`src/rtl/norm_lshift_pkg.sv`:
```
// Shared FPU normalizer package: state encoding,
// default widths and the mantissa-width helper.
package norm_lshift_pkg;

   localparam int SWIDTH_DEF = 5;
   localparam int EWIDTH_DEF = 8;

   typedef enum logic [1:0] {
      IDLE  = 2'd0,
      SHIFT = 2'd1,
      DONE  = 2'd2
   } state_e;

   // Mantissa width for a given log2 width.
   function automatic int w_of(input int s);
      return 1 << s;
   endfunction

endpackage

```
`src/rtl/norm_lshift_stage.sv`:
```
// One binary-search step of the leading-zero search.
// Ports: work_i/k_i in; work_o (shifted), hit_o (top 2**k bits zero) out.
module norm_lshift_stage
   import norm_lshift_pkg::*;
#(
   parameter int SWIDTH = SWIDTH_DEF,
   localparam int W = w_of(SWIDTH)
) (
   input  logic [W-1:0]      work_i,
   input  logic [SWIDTH-1:0] k_i,
   output logic [W-1:0]      work_o,
   output logic              hit_o
);

   logic [SWIDTH:0] sh;
   logic [W-1:0]    hi_mask;

   always_comb begin
      sh      = (SWIDTH+1)'(1) << k_i;
      // Mask selecting the top 2**k bits of the work word.
      hi_mask = ~({W{1'b1}} >> sh);
      hit_o   = (work_i & hi_mask) == '0;
      work_o  = hit_o ? (work_i << sh) : work_i;
   end

endmodule

```
`src/rtl/norm_lshift.sv`:
```
// Iterative left-shift normalizer: one LZC search step per clock.
// Ports: clk, rst; in_valid/in_ready, din, ein; out_valid/out_ready,
//        dout, cnt, eout, zero, uf (all outputs registered).
module norm_lshift
   import norm_lshift_pkg::*;
#(
   parameter int SWIDTH = SWIDTH_DEF,
   parameter int EWIDTH = EWIDTH_DEF,
   localparam int W = w_of(SWIDTH)
) (
   input  logic              clk,
   input  logic              rst,
   input  logic              in_valid,
   output logic              in_ready,
   input  logic [W-1:0]      din,
   input  logic [EWIDTH-1:0] ein,
   output logic              out_valid,
   input  logic              out_ready,
   output logic [W-1:0]      dout,
   output logic [SWIDTH-1:0] cnt,
   output logic [EWIDTH-1:0] eout,
   output logic              zero,
   output logic              uf
);

   // Wide enough to compare zero-extended cnt and exponent.
   localparam int XW = ((EWIDTH > SWIDTH) ? EWIDTH : SWIDTH) + 1;

   state_e            state_q;
   logic [W-1:0]      work_q;
   logic [EWIDTH-1:0] exp_q;
   logic [SWIDTH-1:0] k_q;
   logic [SWIDTH-1:0] cntw_q;

   logic              in_ready_q;
   logic              out_valid_q;
   logic [W-1:0]      dout_q;
   logic [SWIDTH-1:0] cnt_q;
   logic [EWIDTH-1:0] eout_q;
   logic              zero_q;
   logic              uf_q;

   logic [W-1:0]      work_d;
   logic              hit;
   logic [SWIDTH-1:0] cnt_d;
   logic [XW-1:0]     cnt_x;
   logic [XW-1:0]     exp_x;
   logic [XW-1:0]     diff_x;
   logic              zero_d;
   logic              uf_d;
   logic [EWIDTH-1:0] eout_d;

   norm_lshift_stage #(
      .SWIDTH (SWIDTH)
   ) u_stage (
      .work_i (work_q),
      .k_i    (k_q),
      .work_o (work_d),
      .hit_o  (hit)
   );

   always_comb begin
      cnt_d  = cntw_q | (hit ? (SWIDTH'(1) << k_q) : '0);
      cnt_x  = XW'(cnt_d);
      exp_x  = XW'(exp_q);
      diff_x = exp_x - cnt_x;
      // Only the final step's values are consumed (k==0),
      // where work_d is the fully normalized word.
      zero_d = (work_d == '0);
      uf_d   = !zero_d && (cnt_x > exp_x);
      eout_d = zero_d ? '0 : diff_x[EWIDTH-1:0];
   end

   always_ff @(posedge clk or posedge rst) begin
      if (rst) begin
         state_q     <= IDLE;
         work_q      <= '0;
         exp_q       <= '0;
         k_q         <= '0;
         cntw_q      <= '0;
         in_ready_q  <= 1'b1;
         out_valid_q <= 1'b0;
         dout_q      <= '0;
         cnt_q       <= '0;
         eout_q      <= '0;
         zero_q      <= 1'b0;
         uf_q        <= 1'b0;
      end else begin
         unique case (state_q)
            IDLE: begin
               if (in_valid) begin
                  work_q     <= din;
                  exp_q      <= ein;
                  cntw_q     <= '0;
                  k_q        <= SWIDTH'(SWIDTH-1);
                  in_ready_q <= 1'b0;
                  state_q    <= SHIFT;
               end
            end
            SHIFT: begin
               work_q <= work_d;
               cntw_q <= cnt_d;
               if (k_q == '0) begin
                  dout_q      <= work_d;
                  cnt_q       <= cnt_d;
                  eout_q      <= eout_d;
                  zero_q      <= zero_d;
                  uf_q        <= uf_d;
                  out_valid_q <= 1'b1;
                  state_q     <= DONE;
               end else begin
                  k_q <= k_q - SWIDTH'(1);
               end
            end
            DONE: begin
               if (out_ready) begin
                  out_valid_q <= 1'b0;
                  in_ready_q  <= 1'b1;
                  state_q     <= IDLE;
               end
            end
            default: begin
               state_q     <= IDLE;
               in_ready_q  <= 1'b1;
               out_valid_q <= 1'b0;
            end
         endcase
      end
   end

   assign in_ready  = in_ready_q;
   assign out_valid = out_valid_q;
   assign dout      = dout_q;
   assign cnt       = cnt_q;
   assign eout      = eout_q;
   assign zero      = zero_q;
   assign uf        = uf_q;

endmodule

```
`config.mk`:
```
export PLATFORM = sky130hd
export DESIGN_NAME = norm_lshift
export DESIGN_NICKNAME = d
export VERILOG_FILES = /design/src/rtl/norm_lshift_pkg.sv /design/src/rtl/norm_lshift_stage.sv /design/src/rtl/norm_lshift.sv
export SDC_FILE = /design/constraint.sdc
export NUM_CORES = 1
export LEC_CHECK = 0
export CAP_MARGIN = 20
export CORE_ASPECT_RATIO = 1.5
export CORE_MARGIN = 1.5
export CORE_UTILIZATION = 45
export CTS_BUF_LIST = sky130_fd_sc_hd__clkbuf_4
export DETAILED_ROUTE_END_ITERATION = 10
export DONT_BUFFER_PORTS = 1
export PLACE_DENSITY_LB_ADDON = 0.08
export SLEW_MARGIN = 5
export SYNTH_ARGS = -nofsm -noshare
export SYNTH_HDL_FRONTEND = slang
export SYNTH_SLANG_ARGS = --single-unit
```
`constraint.sdc`:
```
create_clock -name clk -period 4.3 [get_ports clk]
set_input_delay 0.215 -clock clk [delete_from_list [all_inputs] [get_ports clk]]
set_output_delay 0.215 -clock clk [all_outputs]
set_load 0.01 [all_outputs]
```
# After elaboration in Yosys (flattened, before gate mapping)
# Index checks and enable logic that the tools add are counted.
[totals] input_bits=44 word_cells=64 reg_bits=101 output_inout_bits=49
[op_classes] eq_ne=6 shift=4 add_sub_neg=2 n_lt_le_gt_ge=1 mux=20 n_bitwise=5 reduce_logical=14
[op_table] cell="$logic_not 32->1" n=2
[op_table] cell="$mux 32" n=2
[op_table] cell="$pmux 32 s2" n=1
[op_table] cell="$and 32x32->32" n=1
[op_table] cell="$not 32->32" n=1
[op_table] cell="$shl 32x6->32" n=1
[op_table] cell="$shr 32x6->32 const A" n=1
[op_table] cell="$mux 5" n=4
[op_table] cell="$pmux 5 s2" n=2
[op_table] cell="$reduce_and 3->1" n=4
[op_table] cell="$gt 5x8->1" n=1
[op_table] cell="$mux 8" n=1
[op_table] cell="$ne 2x2->1 const B" n=4
[op_table] cell="$sub 8x5->8" n=1
[op_table] cell="$mux 2" n=3
[op_table] cell="$pmux 1 s3" n=2
[op_table] cell="$pmux 2 s3" n=1
[op_table] cell="$reduce_and 2->1" n=3
[op_table] cell="$shl 1x5->6 const A" n=1
[op_table] cell="$logic_not 5->1" n=1
[op_table] cell="$or 5x5->5" n=1
[op_table] cell="$shl 1x5->5 const A" n=1
[op_table] cell="$sub 5x1->5 const B" n=1
[op_table] cell="$mux 1" n=4
[op_table] cell="other kinds (7)" n=8

# Depth between registers and ports, before layout
[depth] ltp_word=9 depth_mapped=20 ltp_nobuf=16

# Cells and area by module
# From an unflattened synthesis, not the netlist that was laid out.
[hier_totals] hier_cells=812 area_unflattened_um2=6739.0
[modules_own_cells] mod="norm_lshift" area_each_um2=4604.4 cells_each=486 n_inst=1 seq_area_each_um2=2528.7
[modules_own_cells] mod="norm_lshift_stage" area_each_um2=2134.5 cells_each=326 n_inst=1 seq_area_each_um2=0.0

# Least setup slack after synthesis
# Ideal clock, no wire load.
[synth_timing] path_type="register to register" from="reg work_q[1]" to="reg eout_q[6], in the netlist eout[6]" arrival_time_ns=3.658 t_required_ns=4.206 setup_time_ns=0.094 path_slack_ns=0.548 period_less_slack_ns=3.752 n_path_buf=3 path_stages_with_launch=17 cell_sequence="dfrtp_1 clkbuf_1 or4_1 nor2_1 a31oi_1 nor3_1 clkbuf_1 clkbuf_1 a31oi_1 ha_1 nor2b_1 o21a_1 o21a_1 o21ai_0 nand2_1 xor2_1 a211oi_1"
[synth_between] elab_chain_len=6 word_cells_on_any_way=9 cone_classes="add/sub (1); shift (1); mux (3); bitwise (2); reduce/logical (2)"
[synth_lines] item="from (decl)" line_no="norm_lshift.sv:30" source="logic [W-1:0] work_q;"
[synth_lines] item="from (signal assigned)" line_no="norm_lshift.sv:92" source="work_q <= din;"
[synth_lines] item="from (signal assigned)" line_no="norm_lshift.sv:101" source="work_q <= work_d;"
[synth_lines] item="$and 32x32->32" line_no="norm_lshift_stage.sv:22" source="hit_o = (work_i & hi_mask) == '0;"
[synth_lines] item="$logic_not 32->1" line_no="norm_lshift_stage.sv:22"
[synth_lines] item="$mux 5" line_no="norm_lshift.sv:63" source="cnt_d = cntw_q | (hit ? (SWIDTH'(1) << k_q) : '0);"
[synth_lines] item="$or 5x5->5" line_no="norm_lshift.sv:63"
[synth_lines] item="$sub 8x5->8" line_no="norm_lshift.sv:66" source="diff_x = exp_x - cnt_x;"
[synth_lines] item="$mux 8 *" line_no="norm_lshift.sv:71" source="eout_d = zero_d ? '0 : diff_x[EWIDTH-1:0];"
[synth_lines] item="to (signal assigned)" line_no="norm_lshift.sv:106" source="eout_q <= eout_d;"
[synth_lines] item="to (decl)" line_no="norm_lshift.sv:39" source="logic [EWIDTH-1:0] eout_q;"
# Mark *: on every way between the ends. The rest lies on a longest branch, timed or not.
# A chain may end at the register's enable or synchronous reset.

# Worst setup path after layout
[layout_timing] from="reg k_q[2]" to="reg eout_q[5], in the netlist eout[5]"
[layout_between] elab_chain_len=9 word_cells_on_any_way=15 cone_classes="add/sub (1); shift (4); mux (3); bitwise (3); reduce/logical (4)"
[layout_lines] item="from (decl)" line_no="norm_lshift.sv:32" source="logic [SWIDTH-1:0] k_q;"
[layout_lines] item="from (signal assigned)" line_no="norm_lshift.sv:95" source="k_q <= SWIDTH'(SWIDTH-1);"
[layout_lines] item="from (signal assigned)" line_no="norm_lshift.sv:112" source="k_q <= k_q - SWIDTH'(1);"
[layout_lines] item="$shl 1x5->6" line_no="norm_lshift_stage.sv:19" source="sh = (SWIDTH+1)'(1) << k_i;"
[layout_lines] item="$shr 32x6->32" line_no="norm_lshift_stage.sv:21" source="hi_mask = ~({W{1'b1}} >> sh);"
[layout_lines] item="$not 32->32" line_no="norm_lshift_stage.sv:21"
[layout_lines] item="$and 32x32->32" line_no="norm_lshift_stage.sv:22"
[layout_lines] item="$logic_not 32->1" line_no="norm_lshift_stage.sv:22"
[layout_lines] item="$mux 5 *" line_no="norm_lshift.sv:63"
[layout_lines] item="$or 5x5->5 *" line_no="norm_lshift.sv:63"
[layout_lines] item="net cnt_d[0]" line_no="norm_lshift.sv:45" source="logic [SWIDTH-1:0] cnt_d;"
[layout_lines] item="$sub 8x5->8 *" line_no="norm_lshift.sv:66"
[layout_lines] item="$mux 8 *" line_no="norm_lshift.sv:71"
# The timed path passes the listed nets; every way through them passes the cells marked *.

==> out/qor.yml <==
pwr-share-clk_pct: 7.7
synthToLayoutAreaGrowth_pct: 12.8
crit_path_start_kind: "register"
place.gp.congestion: 1.02
intPower_mw: 3.14
worstSetupEndpointType: "register"
multi_input_area_um2: 3640
maxSlewViolCount: 0
outcome: "finished clean"
grt_pass1_vias: 6440
synth_top_cell_by_area: "dfrtp_1"
die_area_um2: 15200
cts_resized: 0
start_util_pct: 46.3
crit_fanout: 20
synth_nets: 848
fin_area_um2: 7340
fillers: 1394
drt-pass1-iter-count: 7
antenna_found_initial: 1
final_cell_mix: "nand2_1, dfrtp_1, o21ai_0"
yosysWarningCount: 0
p_per_area_nw_per_um2: 986
numPlacedInstances: 957
power_frac_seq_pct: 28.9
setup_violations: 0
critPathRequiredTime_ns: 4.72
drt_iter0_drc: 642
swShare_pct: 56.7
cts_made_buffers: 9
cts_tree: "built"
numPortBuffers: 0
place_area_um2: 6750
clock_latency_ns: 0.49
ys_ff_latch: 101
fin_crit_sh_pct: 92.0
maxCapViolations: 0
regArea_um2: 2530
synth_top_family_by_area: "compound AO/OA/AOI/OAI gates"
grt_max_degree: 67
final_common_cell: "nand2_1"
yosys.area_share.simple_pct: 20.5
rsz0062_at_grt: "false"
seq_area_frac_synth_pct: 38.9
rows: 53
max_freq_ghz: 0.253
fin_util_pct: 52.2
synthXorXnorAreaFrac_pct: 0.942
synth_compound_area_share_pct: 27.2
die_height_um: 150
wl_um: 25700
grt_use_total_pct: 34.3
cts_setup_buffers: 0
ys.flop_type: "dfrtp_1"
stdcell_count: 1017
synth_edf_count: 0
clock_path_buffers: 2
combPwrFrac_pct: 63.4
num_io_pins: 93
core_area_um2: 14100
finalClockSkew_ns: 0.0192
via_count: 6531
wl_per_cell_um: 25.2
clock_sinks: 101
chipWidth_um: 101
synth_area_um2: 6510
avgSynthCellArea_um2: 8.18
htreeDepth: 3
nets: 871
yosys-top-cells-area: "dfrtp_1, o21ai_0, nand2_1"
min_path_type: "in -> async"
power.net_switching_mw: 4.10
slew_headroom_pct: 40.5
grt_overflow_total: 0
clk_pin_slew_worst_paths_ns: 0.20
r2r_setup_slack_ns: 0.34
grt_pass1_wl_um: 38500
synth_top_area_share_pct: 38.4
synthAdderAreaFrac_pct: 1.54
hpwl_um: 19000
root_buffer: "clkbuf_4"
drc_errors: 0
critical_path_class: "reg -> reg"
worst_pin_slew_ns: 0.887
total_power_mw: 7.24
syn_inst: 796
antenna_left: 0
hold_viol_final: 0
async_flop_share_pct: 100
drive_gt1_share_pct: 9.71
fin_setup_tns_ns: 0
power.leakage_nw: 3.03
synth.area.mux_share_pct: 5.32
synth_cell_types: 69
routed_via_density: 6.42
cp.arrival_ns: 4.38
ir_drop_mv: 0.657
fin_crit_ns: 3.96
metal layers:
metal	part of all wire (%)	wire, µm	GRT usage [%]	up-vias
met5	0	0	0	-
met4	6.4	1640	20.1	0
met3	5.3	1370	4.78	97
met2	51	13100	60.5	331
met1	37	9550	38.9	3160
li1	-	-	-	2943
sequential cells by signal, indices dropped and copies added (netlist names):
| signal | cells |
|---|---|
| exp_q | 8 |
| dout | 32 |
| cnt | 5 |
| uf | 1 |
| zero | 1 |
| work_q | 32 |
| in_ready | 1 |
| eout | 8 |
| k_q | 5 |
| cntw_q | 5 |
| state_q | 2 |
| out_valid | 1 |
worst paths after layout:
| kind | startpoint | end | depth (start not counted) |
|---|---|---|---|
| setup reg to reg | k_q[2] | eout[5] | 17 |
| max in group asynchronous | rst | work_q[14] | 3 |
| setup / recovery | k_q[2] | eout[5] | 17 |
| hold reg to reg | exp_q[3] | exp_q[3] | 2 |
| min in group clk | in_valid | exp_q[3] | 4 |
| hold / removal | rst | exp_q[6] | 2 |
area by class of cell:
type | instances | share of cell area, %
clock inverter | 7 | 1.18
timing repair buffer | 83 | 9.95
clock buffer | 9 | 0.920
sequential | 101 | 34.5
multi-input combinational | 614 | 49.6
tap | 192 | 3.27
inverter | 10 | 0.545
antenna | 1 | 0.0341
through the flow:
| step | hold WS [ns] | setup WS (ns) |
|---|---|---|
| after floorplan | 0.320 | 0.548 |
| after global placement | 0.283 | 0.502 |
| after detailed placement | 0.290 | 0.504 |
| after CTS | 0.340 | 0.445 |
| after global routing | 0.354 | 0.0426 |
| final | 0.309 | 0.343 |
synthesized netlist by cell type, drive strengths merged (3+ instances only):
cell type  count
nand2b         8
nand3          6
clkbuf        45
nor4b          3
nor2b         13
nand4          4
nand3b         4
xor2           3
a21o           3
a21boi         3
nor2          72
a221o          7
mux2           5
nor4           9
a2bb2oi        3
or3            7
o21ai         94
nand2        118
inv           10
a22oi         35
buf           26
or4            4
o22ai          6
nor3          24
o31ai          5
and3           4
mux2i         29
ha             8
dfrtp        100
xnor2          4
a31oi         11
o32ai          3
a21oi         60
o211ai         8
nor3b          3
a211oi        16
o21a           6
worst max-delay path, cell delays in order, from the launching register on:
cell and delay, ns:
dfrtp_1 0.63, nor2b_1 0.72, nand2_1 0.16, o22ai_1 0.29
nor3_2 0.09, buf_4 0.24, a31oi_1 0.31, inv_1 0.13
ha_1 0.21, nor2b_1 0.16, o21ai_0 0.11, nand2b_1 0.12
a21o_1 0.12, nand2_1 0.10, nand2b_1 0.12, xnor2_1 0.12
nand2_1 0.08, a21oi_1 0.18
timing repair:
action / CTS / global route
hold buffers: 43 / 0
setup endpoints to repair: 0 / 0
endpoints found under the hold margin: 107 / 0
cell families after synthesis:
kind of cell	Yosys count
and+or+nand+nor	285
AOI/OAI and AO/OA	280
DFF	101
buffers and inverters	81
muxes	34
adders and majority gates	8
xor gates and xnor gates	7
power groups by stage:
stage	Combinational [mW]	Clock (mW)	Sequential (mW)
after global placement	4.42	0	2.10
after CTS	4.48	0.567	2.08
after global routing	4.93	0.596	2.15
after detailed placement	4.43	0	2.10
after floorplan	3.17	0	1.75
final	4.59	0.557	2.10
Power figures use the tool's default switching activity.
